==> src/rtl/ctrl_decode_pipe.sv <==
// ctrl_decode_pipe: MIPS main-opcode decoder followed by a STAGES-deep
// control pipeline with hazard stall, stage-0 flush, a safe all-zero
// bundle for illegal opcodes, a sticky error flag and a saturating
// illegal-opcode counter.
module ctrl_decode_pipe #(
    parameter int STAGES = 2,
    parameter bit EXT_EN = 1'b1,
    parameter int CNTW   = 8
) (
    input  logic            clk,
    input  logic            reset_n,
    input  logic [5:0]      op,
    input  logic            in_valid,
    input  logic            stall,
    input  logic            flush,
    input  logic            err_clr,
    output logic            in_ready,
    output logic            out_valid,
    output logic            regwrite,
    output logic            regdst,
    output logic            alusrc,
    output logic            branch,
    output logic            bne,
    output logic            memwrite,
    output logic            memtoreg,
    output logic            jump,
    output logic            link,
    output logic [2:0]      aluop,
    output logic            out_illegal,
    output logic            err,
    output logic [CNTW-1:0] err_cnt
);

    // Bundle layout: control bits in the upper nine bits, aluop in [2:0].
    localparam int BW         = 12;
    localparam int B_REGWRITE = 11;
    localparam int B_REGDST   = 10;
    localparam int B_ALUSRC   = 9;
    localparam int B_BRANCH   = 8;
    localparam int B_BNE      = 7;
    localparam int B_MEMWRITE = 6;
    localparam int B_MEMTOREG = 5;
    localparam int B_JUMP     = 4;
    localparam int B_LINK     = 3;
    localparam int B_ILLEGAL  = 12;

    // Returns {illegal, bundle}; an illegal opcode yields an all-zero bundle.
    function automatic logic [BW:0] decode_op(input logic [5:0] opcode, input logic ext_en);
        logic [BW:0] d;
        d = '0;
        case (opcode)
            6'b000000: begin // R-type
                d[B_REGWRITE] = 1'b1;
                d[B_REGDST]   = 1'b1;
                d[2:0]        = 3'b010;
            end
            6'b100011: begin // LW
                d[B_REGWRITE] = 1'b1;
                d[B_ALUSRC]   = 1'b1;
                d[B_MEMTOREG] = 1'b1;
                d[2:0]        = 3'b000;
            end
            6'b101011: begin // SW
                d[B_ALUSRC]   = 1'b1;
                d[B_MEMWRITE] = 1'b1;
                d[2:0]        = 3'b000;
            end
            6'b000100: begin // BEQ
                d[B_BRANCH] = 1'b1;
                d[2:0]      = 3'b001;
            end
            6'b000101: begin // BNE
                d[B_BNE] = 1'b1;
                d[2:0]   = 3'b001;
            end
            6'b001000: begin // ADDI
                d[B_REGWRITE] = 1'b1;
                d[B_ALUSRC]   = 1'b1;
                d[2:0]        = 3'b000;
            end
            6'b001010: begin // SLTI
                d[B_REGWRITE] = 1'b1;
                d[B_ALUSRC]   = 1'b1;
                d[2:0]        = 3'b011;
            end
            6'b001101: begin // ORI
                d[B_REGWRITE] = 1'b1;
                d[B_ALUSRC]   = 1'b1;
                d[2:0]        = 3'b100;
            end
            6'b000010: begin // J
                d[B_JUMP] = 1'b1;
            end
            6'b001100: begin // ANDI, only with the extension enabled
                if (ext_en) begin
                    d[B_REGWRITE] = 1'b1;
                    d[B_ALUSRC]   = 1'b1;
                    d[2:0]        = 3'b101;
                end else begin
                    d[B_ILLEGAL] = 1'b1;
                end
            end
            6'b000011: begin // JAL, only with the extension enabled
                if (ext_en) begin
                    d[B_JUMP]     = 1'b1;
                    d[B_LINK]     = 1'b1;
                    d[B_REGWRITE] = 1'b1;
                end else begin
                    d[B_ILLEGAL] = 1'b1;
                end
            end
            default: begin
                d[B_ILLEGAL] = 1'b1;
            end
        endcase
        return d;
    endfunction

    logic [BW:0]                 dec_s;
    logic                        accept_s;
    logic                        ill_accept_s;
    logic [STAGES-1:0]           valid_r;
    logic [STAGES-1:0]           illegal_r;
    logic [STAGES-1:0][BW-1:0]   bundle_r;
    logic                        err_r;
    logic [CNTW-1:0]             err_cnt_r;

    assign dec_s        = decode_op(op, EXT_EN);
    assign accept_s     = in_valid & ~stall & ~flush;
    assign ill_accept_s = accept_s & dec_s[B_ILLEGAL];
    assign in_ready     = ~stall;

    // Control pipeline: flush bubbles stage 0 even under stall, stall freezes all stages.
    always_ff @(posedge clk or negedge reset_n) begin
        if (!reset_n) begin
            valid_r   <= '0;
            illegal_r <= '0;
            bundle_r  <= '0;
        end else begin
            if (flush) begin
                valid_r[0]   <= 1'b0;
                illegal_r[0] <= 1'b0;
                bundle_r[0]  <= '0;
            end else if (!stall) begin
                valid_r[0]   <= in_valid;
                illegal_r[0] <= in_valid & dec_s[B_ILLEGAL];
                bundle_r[0]  <= in_valid ? dec_s[BW-1:0] : {BW{1'b0}};
            end
            if (!stall) begin
                for (int k = 1; k < STAGES; k++) begin
                    valid_r[k]   <= valid_r[k-1];
                    illegal_r[k] <= illegal_r[k-1];
                    bundle_r[k]  <= bundle_r[k-1];
                end
            end
        end
    end

    // Sticky error flag and saturating illegal counter; clear wins over a same-cycle accept.
    always_ff @(posedge clk or negedge reset_n) begin
        if (!reset_n) begin
            err_r     <= 1'b0;
            err_cnt_r <= '0;
        end else if (err_clr) begin
            err_r     <= 1'b0;
            err_cnt_r <= '0;
        end else if (ill_accept_s) begin
            err_r <= 1'b1;
            if (!(&err_cnt_r)) begin
                err_cnt_r <= err_cnt_r + {{(CNTW-1){1'b0}}, 1'b1};
            end
        end
    end

    assign out_valid   = valid_r[STAGES-1];
    assign out_illegal = illegal_r[STAGES-1];
    assign regwrite    = bundle_r[STAGES-1][B_REGWRITE];
    assign regdst      = bundle_r[STAGES-1][B_REGDST];
    assign alusrc      = bundle_r[STAGES-1][B_ALUSRC];
    assign branch      = bundle_r[STAGES-1][B_BRANCH];
    assign bne         = bundle_r[STAGES-1][B_BNE];
    assign memwrite    = bundle_r[STAGES-1][B_MEMWRITE];
    assign memtoreg    = bundle_r[STAGES-1][B_MEMTOREG];
    assign jump        = bundle_r[STAGES-1][B_JUMP];
    assign link        = bundle_r[STAGES-1][B_LINK];
    assign aluop       = bundle_r[STAGES-1][2:0];
    assign err         = err_r;
    assign err_cnt     = err_cnt_r;

endmodule

==> config.mk <==
export PLATFORM = sky130hd
export DESIGN_NAME = ctrl_decode_pipe
export DESIGN_NICKNAME = d
export VERILOG_FILES = /design/src/rtl/ctrl_decode_pipe.sv
export SDC_FILE = /design/constraint.sdc
export NUM_CORES = 1
export LEC_CHECK = 0
export ABC_AREA = 1
export BUFFER_PORTS_ARGS = -buffer_cell sky130_fd_sc_hd__buf_4
export CORE_ASPECT_RATIO = 1.2
export CORE_MARGIN = 4
export CORE_UTILIZATION = 58
export DETAILED_ROUTE_END_ITERATION = 10
export PLACE_DENSITY_LB_ADDON = 0.05
export REMOVE_ABC_BUFFERS = 1
export SLEW_MARGIN = 20
export SYNTH_ARGS = -nofsm -noshare
export SYNTH_HDL_FRONTEND = slang
export SYNTH_SLANG_ARGS = --single-unit
==> constraint.sdc <==
create_clock -name clk -period 4.7 [get_ports clk]
set_clock_uncertainty 0.1 [all_clocks]
set_input_delay 0.47 -clock clk [delete_from_list [all_inputs] [get_ports clk]]
set_output_delay 0.47 -clock clk [all_outputs]
set_load 0.03 [all_outputs]
# == Yosys cells after proc, flatten, opt, wreduce, memory -nomap -nowiden ==
# Index checks and enable logic that the tools add are counted.
# totals
ff_bits,37
input_bits,12
out_inout_bits,24
word_cells,59
# op_classes
addsub,1
n_eq_ne,12
mux,23
bitwise,6
n_reduce_logical,9
# op_table
cell,count
two-way mux 12 bit,3
== test 6 x 4 -> 1 bit (second input constant),4
two-way mux 8 bit,3
two-way mux 1 bit,16
one-hot mux 3 bit (5 select lines),1
== test 6 x 2 -> 1 bit (second input constant),2
== test 6 x 3 -> 1 bit (second input constant),2
== test 6 bit (second input constant),2
OR reduction 11 bit,1
adder 8 x 1 -> 8 bit (second input constant),1
AND reduction 8 bit,1
OR reduction 7 bit,1
zero test 6 bit,1
OR reduction 6 bit,1
bitwise AND 1 bit,4
OR reduction 2 bit,2
!= test 2 x 1 -> 1 bit (second input constant),1
!= test 2 bit (second input constant),1
inverter 1 bit,2
AND reduction 2 bit,1
nonzero test 2 bit,1

# == Longest topological paths before layout ==
# Gate-level depths: netlist (run 1).
# depth
depth_word,6
depth_mapped,9
mapped_depth_nobuf,9

# == Worst setup path after synthesis (run 1) ==
# No wires, ideal clock.
# synth_timing
kind,register -> register
from,register err_cnt_r[0] (netlist: err_cnt[0])
to,register err_cnt_r[0] (netlist: err_cnt[0])
setup_ns,0.119
t_arrival_ns,1.581
required_time_ns,4.481
path_slack_ns,2.900
stages_incl_launch_ff,9
path_buffers,0
period_less_slack_ns,1.800
cell_sequence,dfrtp_1 > ha_1 > nand3_1 > nor2_1 > nand2_1 > nor2_2 > nand3_1 > nand3_1 > nand2_1
# synth_via
elab_chain_cells,4
elab_cells_between_ends,7
cone_classes,1 x add/sub; 1 x eq/ne; 3 x mux; 2 x reduce/logical
# synth_lines
element,line,text
"start, declared",126,logic [CNTW-1:0] err_cnt_r;
"start signal, assigned",170,"err_cnt_r <= err_cnt_r + {{(CNTW-1){1'b0}}, 1'b1};"
adder 8 x 1 -> 8 bit,170,
two-way mux 8 bit,169,if (!(&err_cnt_r)) begin
two-way mux 8 bit,167,end else if (ill_accept_s) begin
two-way mux 8 bit,164,end else if (err_clr) begin
# Several ways; a longest one is shown, not always the timed one. The select of a mux whose other input is x is not followed.
# A chain may end at the register's enable or synchronous reset.

# == Final worst setup path (run 1) ==
# layout_timing
from,register err_cnt_r[0] (netlist: err_cnt[0])
to,register err_cnt_r[2] (netlist: err_cnt[2])
# Same word-level chain as after synthesis.

==> results of run 1 <==
registers in the layout, summed over array words and instances, names as in the netlist, 2 cells and up:
signal and count:
err_cnt 8, aluop 3, valid_r 2, illegal_r 2, bundle_r 12
stage by stage:
stage	area [sq um]	utilization	power [mW]	instances
detailed placement	2030	0.710	0.418	274
global route	2110	0.738	0.631	283
global placement	2030	0.710	0.415	274
CTS	2110	0.738	0.605	283
finish	2110	0.738	0.601	283
floorplan	1730	-	0.379	205
synthesized netlist by cell type, types with 2 or more instances:
| cell | count |
|---|---|
| buf_2 | 2 |
| nor3_1 | 3 |
| clkbuf_1 | 4 |
| buf_4 | 3 |
| a21oi_1 | 5 |
| nand2_1 | 40 |
| nor2_2 | 2 |
| o211ai_1 | 2 |
| nor2_1 | 16 |
| o22ai_1 | 6 |
| nand4_1 | 4 |
| o21ai_0 | 18 |
| nand3b_1 | 2 |
| nand3_1 | 31 |
| dfrtp_1 | 37 |
| inv_1 | 30 |
| nand2_2 | 2 |
metal layers:
metal	up-vias	global-route usage	part of all wire
met5	-	0	0
met4	0	0.0793	0.0090
met3	4	0.0577	0.057
met2	49	0.405	0.54
met1	738	0.233	0.39
li1	764	-	-
timing repair:
action | 4_1_cts | 5_1_grt
hold endpoints to repair | 37 | 0
resized for setup | 0 | 0
hold buffers | 1 | 0
cell families after synthesis:
family                     after synthesis
AOI/OAI and AO/OA                       31
xor gates and xnor gates                 1
adders and majority gates                1
buffers and inverters                   40
DFF                                     37
and+or+nand+nor                        105
how the worst max path moves through the flow:
| stage | slack [ns] | endpoint | from | cells after the start |
|---|---|---|---|---|
| detailed placement | 2.58 | err_cnt[2] | op[5] | 9 |
| CTS | 2.81 | err_cnt[2] | err_cnt[0] | 8 |
| floorplan | 2.90 | err_cnt[0] | err_cnt[0] | 8 |
| global route | 2.63 | err_cnt[3] | err_cnt[0] | 8 |
| global placement | 2.69 | err_cnt[2] | op[5] | 9 |
| finish | 2.81 | err_cnt[2] | err_cnt[0] | 8 |
critical path: cells and delay by family (launching register included):
| family | cells | cell delay (ns) |
|---|---|---|
| and+or+nand+nor | 7 | 1.01 |
| adders and majority gates | 1 | 0.22 |
| DFF | 1 | 0.45 |
layout make-up:
class	instances	area (sq um)
Clock buffer	7	65.1
Clock inverter	1	5.00
Fill cell	231	749
Inverter	30	113
Multi-Input combinational cell	138	691
Sequential cell	37	926
Tap cell	34	42.5
Timing Repair Buffer	36	273
power by group:
part           total (mW)  switching (mW)  internal (mW)
combinational      0.0795          0.0530         0.0265
sequential          0.333         0.00682          0.326
clock               0.189           0.102         0.0867
==> results.md, run 1 <==
* Static leakage at 1.06 nW
* Hold worst-path end: err
* Compound-Gate Fraction of Synth Area at 0.0938
* Post-synthesis cell area at 0.00179 sq mm
* Endpoint of the most critical register-to-register path: err_cnt[2]
* Post-DR vias/cell at 5.49
* Die outline area at 0.00404 sq mm
* Final Hold Fails at 0
* Number of synthesized flops with an enable pin at 0
* Pre-Repair DR Iteration Count at 4
* Final critical-path required period at 1.89 ns
* Cells along the critical path: ha_1, nand3_1, nor2_1, nand2_1, nor2_2, nand3_1, nand3_1, nand2_1
* Buffer depth of the longest clock path at 2
* Xor and xnor fraction of the mapped netlist area at 0.00490
* Count of standard-cell rows at 21
* Placer congestion estimate at 0.994
* Post-Synthesis Mean Instance Area at 8.32 sq um
* DRC marker count from the first detailed-route iteration at 67
* Outcome: finished, final reports clean
* Final worst-path setup slack at 2.81 ns
* Starting utilization of the core area at 0.624
* Count of port buffers added during placement at 35
* Routed wire length per instance at 13.7 microns
* Sequential element share of the synthesized area at 0.518
* Cell with the most instances on the worst path: nand3_1
* Maximum number of pins on one net before global-route repair at 38
* Top_reg_cell synth: dfrtp_1
* Maximum fanout along the worst path at 8
* Detailed Place HPWL at 2850 microns
* Worst voltage drop across the vdd grid at 0.000277 V
* Number of antenna violations at the first check in global routing at 0
* Worst setup EP type: flip-flop
* Count of nets left with antenna violations after detail routing at 0
* Warnings from Yosys at 0
* Cell count after synthesis at 215
* Root buffer selected by CTS: clkbuf_4
* Combined global-route utilization of all metal layers at 0.217
* Critical Path Max Stage Delay at 0.45 ns
* DIE HEIGHT at 68.8 microns
* Detailed-route DRC error count at 0
* Ratio of cells with drive above 1 in the final layout at 0.205
* Leading post-synthesis cells by cell area: dfrtp_1, nand3_1, nand2_1, inv_1, o21ai_0
* Latest clock arrival within the worst-skew pair at 0.33 ns
* Part of the cycle the worst path needs at 0.401
* Remaining global-route overflow at 0
* Overall die width at 58.7 microns
* Type of element launching the critical path: flip-flop
* Unrepaired setup endpoints after global routing: no
* Class of the tightest hold or removal check: primary input to flip-flop
* Relative slew slack at 0.560
* Most common cell after layout, fill and taps aside: nand2_1
* Clock slew seen by the registers of the worst setup and hold paths at 0.11 ns
* Slowest stage cell, crit path: dfrtp_1
* Global-route wire length before repair at 6580 microns
* Critical path class: flip-flop to flip-flop
* FFs w/ async S/R, synth at 1.00
* Maxcap violations at 0
* Via count at 1555
* Pwr/cell area at 284 mW/mm^2
* Antenna cell count at 0
* Setup TNS at 0 ns
* Post-synthesis cell type count at 25
* Worst setup slack after placement at 2.58 ns
* Logic depth of the worst register-to-register path at 8
* Required time of the worst setup path at 4.83 ns
* Core Area at 0.00286 sq mm
* Via count of the first global-routing pass at 1546
* Worst hold slack after final layout at 0.267 ns
* Area fraction in and, or, nand and nor cells after synthesis at 0.281
* Slew of the pin with the lowest slew margin at 0.658 ns
* Largest family of logic cells by synthesized area: simple AND/OR/NAND/NOR gates
* Reg2reg start: err_cnt[0]
* Clock tree from TritonCTS: done
* Growth of design area from synthesis to finish at 18.3%
* Setup fix buffers added after clock tree synthesis at 0
* Fraction of post-synthesis cell area in the top cell type by area at 0.518
* Crit path DAT at 2.02 ns
* Total routed wirelength at 3870 microns
* Yosys reg bits at 37
* Commonest cells after routing, fill and taps aside: nand2_1, dfrtp_1, buf_4
* Highest Clock Rate at 0.530 GHz
* Slack of the worst reg-to-reg path at 2.81 ns
* Worst Hold Depth at 2
* Number of primary I/O pins at 36
* Clock sink total at 37
* Inserted Clock Buffers at 5
* Layout Nets at 261
* CTS H-tree depth at 2
* Number of max-slew violations in the final report at 0
* Cell type with the highest aggregate area in the netlist: dfrtp_1
* Arithmetic-cell share of the synthesized area counting full adders, half adders and majority gates at 0.00700
* Final setup viols at 0
* Critical hold path startpoint: err_clr
* Multiplexer fraction of the synthesized cell area at 0
(Power assumes the default switching activity.)
==> inputs of run 2 (changes only) <==
--- a/config.mk
+++ b/config.mk
@@ -9,7 +9,7 @@
 export BUFFER_PORTS_ARGS = -buffer_cell sky130_fd_sc_hd__buf_4
 export CORE_ASPECT_RATIO = 1.2
 export CORE_MARGIN = 4
-export CORE_UTILIZATION = 58
+export CORE_UTILIZATION = 54
 export DETAILED_ROUTE_END_ITERATION = 10
 export PLACE_DENSITY_LB_ADDON = 0.05
 export REMOVE_ABC_BUFFERS = 1
==> constraint.sdc (replaced) <==
create_clock -name clk -period 1.95 [get_ports clk]
set_clock_uncertainty 0.1 [all_clocks]
set_input_delay 0.195 -clock clk [delete_from_list [all_inputs] [get_ports clk]]
set_output_delay 0.195 -clock clk [all_outputs]
set_load 0.03 [all_outputs]
==> run 2 against run 1 <==
Net effect: first-iteration DRC count rose by 19%; core utilization fell by 5.4 points; clock power rose by 100%; critical path type unchanged.
==> results.md, run 2 (synthesized netlist as in run 1, its figures left out) <==
* Setup fix buffers added after clock tree synthesis at 0 (unchanged)
* Global-route wire length before repair at 6620 microns (+0.64%)
* Via count at 1546 (-0.58%)
* Maximum fanout along the worst path at 8 (unchanged)
* Ratio of cells with drive above 1 in the final layout at 0.210 (+0.00550)
* Latest clock arrival within the worst-skew pair at 0.35 ns (+0.02 ns)
* Antenna cell count at 0 (unchanged)
* Remaining global-route overflow at 0 (unchanged)
* Largest reg by FF count: bundle_r
* Type of element launching the critical path: flip-flop
* Total area of sequential cells at 926 sq um (unchanged)
* Most common cell after layout, fill and taps aside: nand2_1
* Number of instances in the placed design at 278 (+1.5%)
* Placer congestion estimate at 0.880 (-11%)
* Required time of the worst setup path at 2.09 ns (-2.74 ns)
* Slew of the pin with the lowest slew margin at 0.462 ns (-0.196 ns)
* Relative slew slack at 0.692 (+0.132)
* Part of the cycle the worst path needs at 0.876 (+0.475)
* Slowest stage cell, crit path: dfrtp_1
* Combined global-route utilization of all metal layers at 0.204 (-0.0124)
* Detailed-route DRC error count at 0 (unchanged)
* DRC marker count from the first detailed-route iteration at 80 (+19%)
* Inserted Clock Buffers at 5 (unchanged)
* Detailed Place HPWL at 2690 microns (-5.7%)
* Number of antenna violations at the first check in global routing at 0 (unchanged)
* Root buffer selected by CTS: clkbuf_4
* DP Area at 0.00205 sq mm (+0.86%)
* Worst setup EP type: flip-flop
* Count of port buffers added during placement at 35 (unchanged)
* DIE HEIGHT at 71.0 microns (+3.2%)
* Crit path DAT at 1.84 ns (-0.18 ns)
* Growth of design area from synthesis to finish at 19.0%
* Worst voltage drop across the vdd grid at 0.000620 V (+120%)
* Highest Clock Rate at 0.585 GHz (+10%)
* Critical path class: flip-flop to flip-flop
* Worst setup slack after placement at 0.169 ns (-2.42 ns)
* Final Hold Fails at 0 (unchanged)
* Total routed wirelength at 3790 microns (-2.0%)
* Maximum number of pins on one net before global-route repair at 38 (unchanged)
* Clock slew seen by the registers of the worst setup and hold paths at 0.11 ns (about the same)
* Layout Nets at 264 (+1.1%)
* Core Area at 0.00311 sq mm (+8.6%)
* Area of the multi-input gates at 696 sq um (+0.72%)
* Routed wire length per instance at 13.2 microns (-3.7%)
* Pwr/cell area at 650 mW/mm^2 (+130%)
* Unrepaired setup endpoints after global routing: no
* Overall die width at 60.5 microns (+3.1%)
* Post-DR vias/cell at 5.37 (-2.3%)
* Starting utilization of the core area at 0.575 (-0.0495)
* Pre-Repair DR Iteration Count at 4 (unchanged)
* Total of fill cells in the finished design at 267 (+16%)
* Die outline area at 0.00430 sq mm (+6.5%)
* Outcome: finished, final reports clean
* Commonest cells after routing, fill and taps aside: nand2_1, dfrtp_1, buf_4
* Final critical-path required period at 1.71 ns (-0.177 ns)
* Buffer depth of the longest clock path at 2 (unchanged)
* Class of the tightest hold or removal check: primary input to flip-flop
* Post-Layout Cell Count at 288 (+1.8%)
* Maxcap violations at 0 (unchanged)
* CTS H-tree depth at 2 (unchanged)
* Max reg flops at 12 (unchanged)
* Clock sink total at 37 (unchanged)
* Static leakage at 1.07 nW (+0.46%)
* Final design area excluding fillers at 0.00213 sq mm (+0.65%)
* Final worst-path setup slack at 0.242 ns (-2.57 ns)
* Count of nets left with antenna violations after detail routing at 0 (unchanged)
* Final setup viols at 0 (unchanged)
* Number of max-slew violations in the final report at 0 (unchanged)
* Via count of the first global-routing pass at 1560 (+0.91%)
* Number of primary I/O pins at 36 (unchanged)
* Cells along the critical path: ha_1, nand3_1, nor2_1, nand2_1, nor2_2, nand3_2, nand3_1, nand2_1
* Clock tree from TritonCTS: done
* Count of standard-cell rows at 22 (+4.8%)
* Critical Path Max Stage Delay at 0.43 ns (-0.02 ns)
* Setup TNS at 0 ns (unchanged)
==> run 2: changes by cell type in the layout (fill, tap and decap cells not counted) <==
cell and delta:
buf_4 +2, dlygate4sd3_1 +1, nand3_2 +1, clkinv_2 +1, nand3_1 -1, clkbuf_1 +1, clkbuf_8 -2
==> run 2: worst max-delay path: cells and delay by family, from the launching register on <==
family        cells  cell delay [ns]
fa+ha+maj         1             0.20
simple gates      7             0.89
flops             1             0.43
==> run 2: stage by stage <==
step	hold slack (ns)	power [mW]	util
3_5_place_dp	0.0835	1.01	0.660
4_1_cts	0.0553	1.40	0.683
6_report	0.0732	1.38	0.684
5_1_grt	0.0637	1.46	0.684
3_3_place_gp	0.0746	1.00	0.660
2_1_floorplan	-0.201	0.915	-
==> run 2: layout make-up <==
cell class	count	share of cell area
repair buffers	39	0.140
well taps	36	0.0212
flip-flops and latches	37	0.435
clock buffers	6	0.0194
multi-input cells	138	0.327
clock inverters	2	0.00470
inverters	30	0.0529
==> run 2: worst paths after layout <==
path                        startpoint  slack, ns     endpoint  depth (start not counted)
min reg2reg                bundle_r[0]       0.39     aluop[0]                          2
max                         err_cnt[0]       0.24   err_cnt[5]                          8
min                              flush       0.07  bundle_r[1]                          4
max reg2reg                 err_cnt[0]       0.24   err_cnt[5]                          8
min in group asynchronous      reset_n       0.23     aluop[2]                          2
max in group asynchronous      reset_n       1.18   err_cnt[7]                          2
==> run 2: power by group <==
group / switching, mW / internal [mW] / leakage [nW] / total [mW]
combinational: 0.128 / 0.0676 / 0.522 / 0.195
clock: 0.250 / 0.137 / 0.0320 / 0.387
sequential: 0.0158 / 0.786 / 0.511 / 0.801
==> run 2: repair_timing <==
item / in CTS / in global routing
endpoints found under the setup margin: 0 / 8
gates resized for setup: 0 / 1
hold buffers: 2 / 0
endpoints found under the hold margin: 38 / 0
==> run 2: per-layer routing <==
metal / track usage / vias up / wire length [microns]
li1: - / 771 / -
met1: 0.234 / 729 / 1600
met2: 0.341 / 38 / 1900
met3: 0.0401 / 8 / 227
met4: 0.123 / 0 / 70
met5: 0 / - / 0
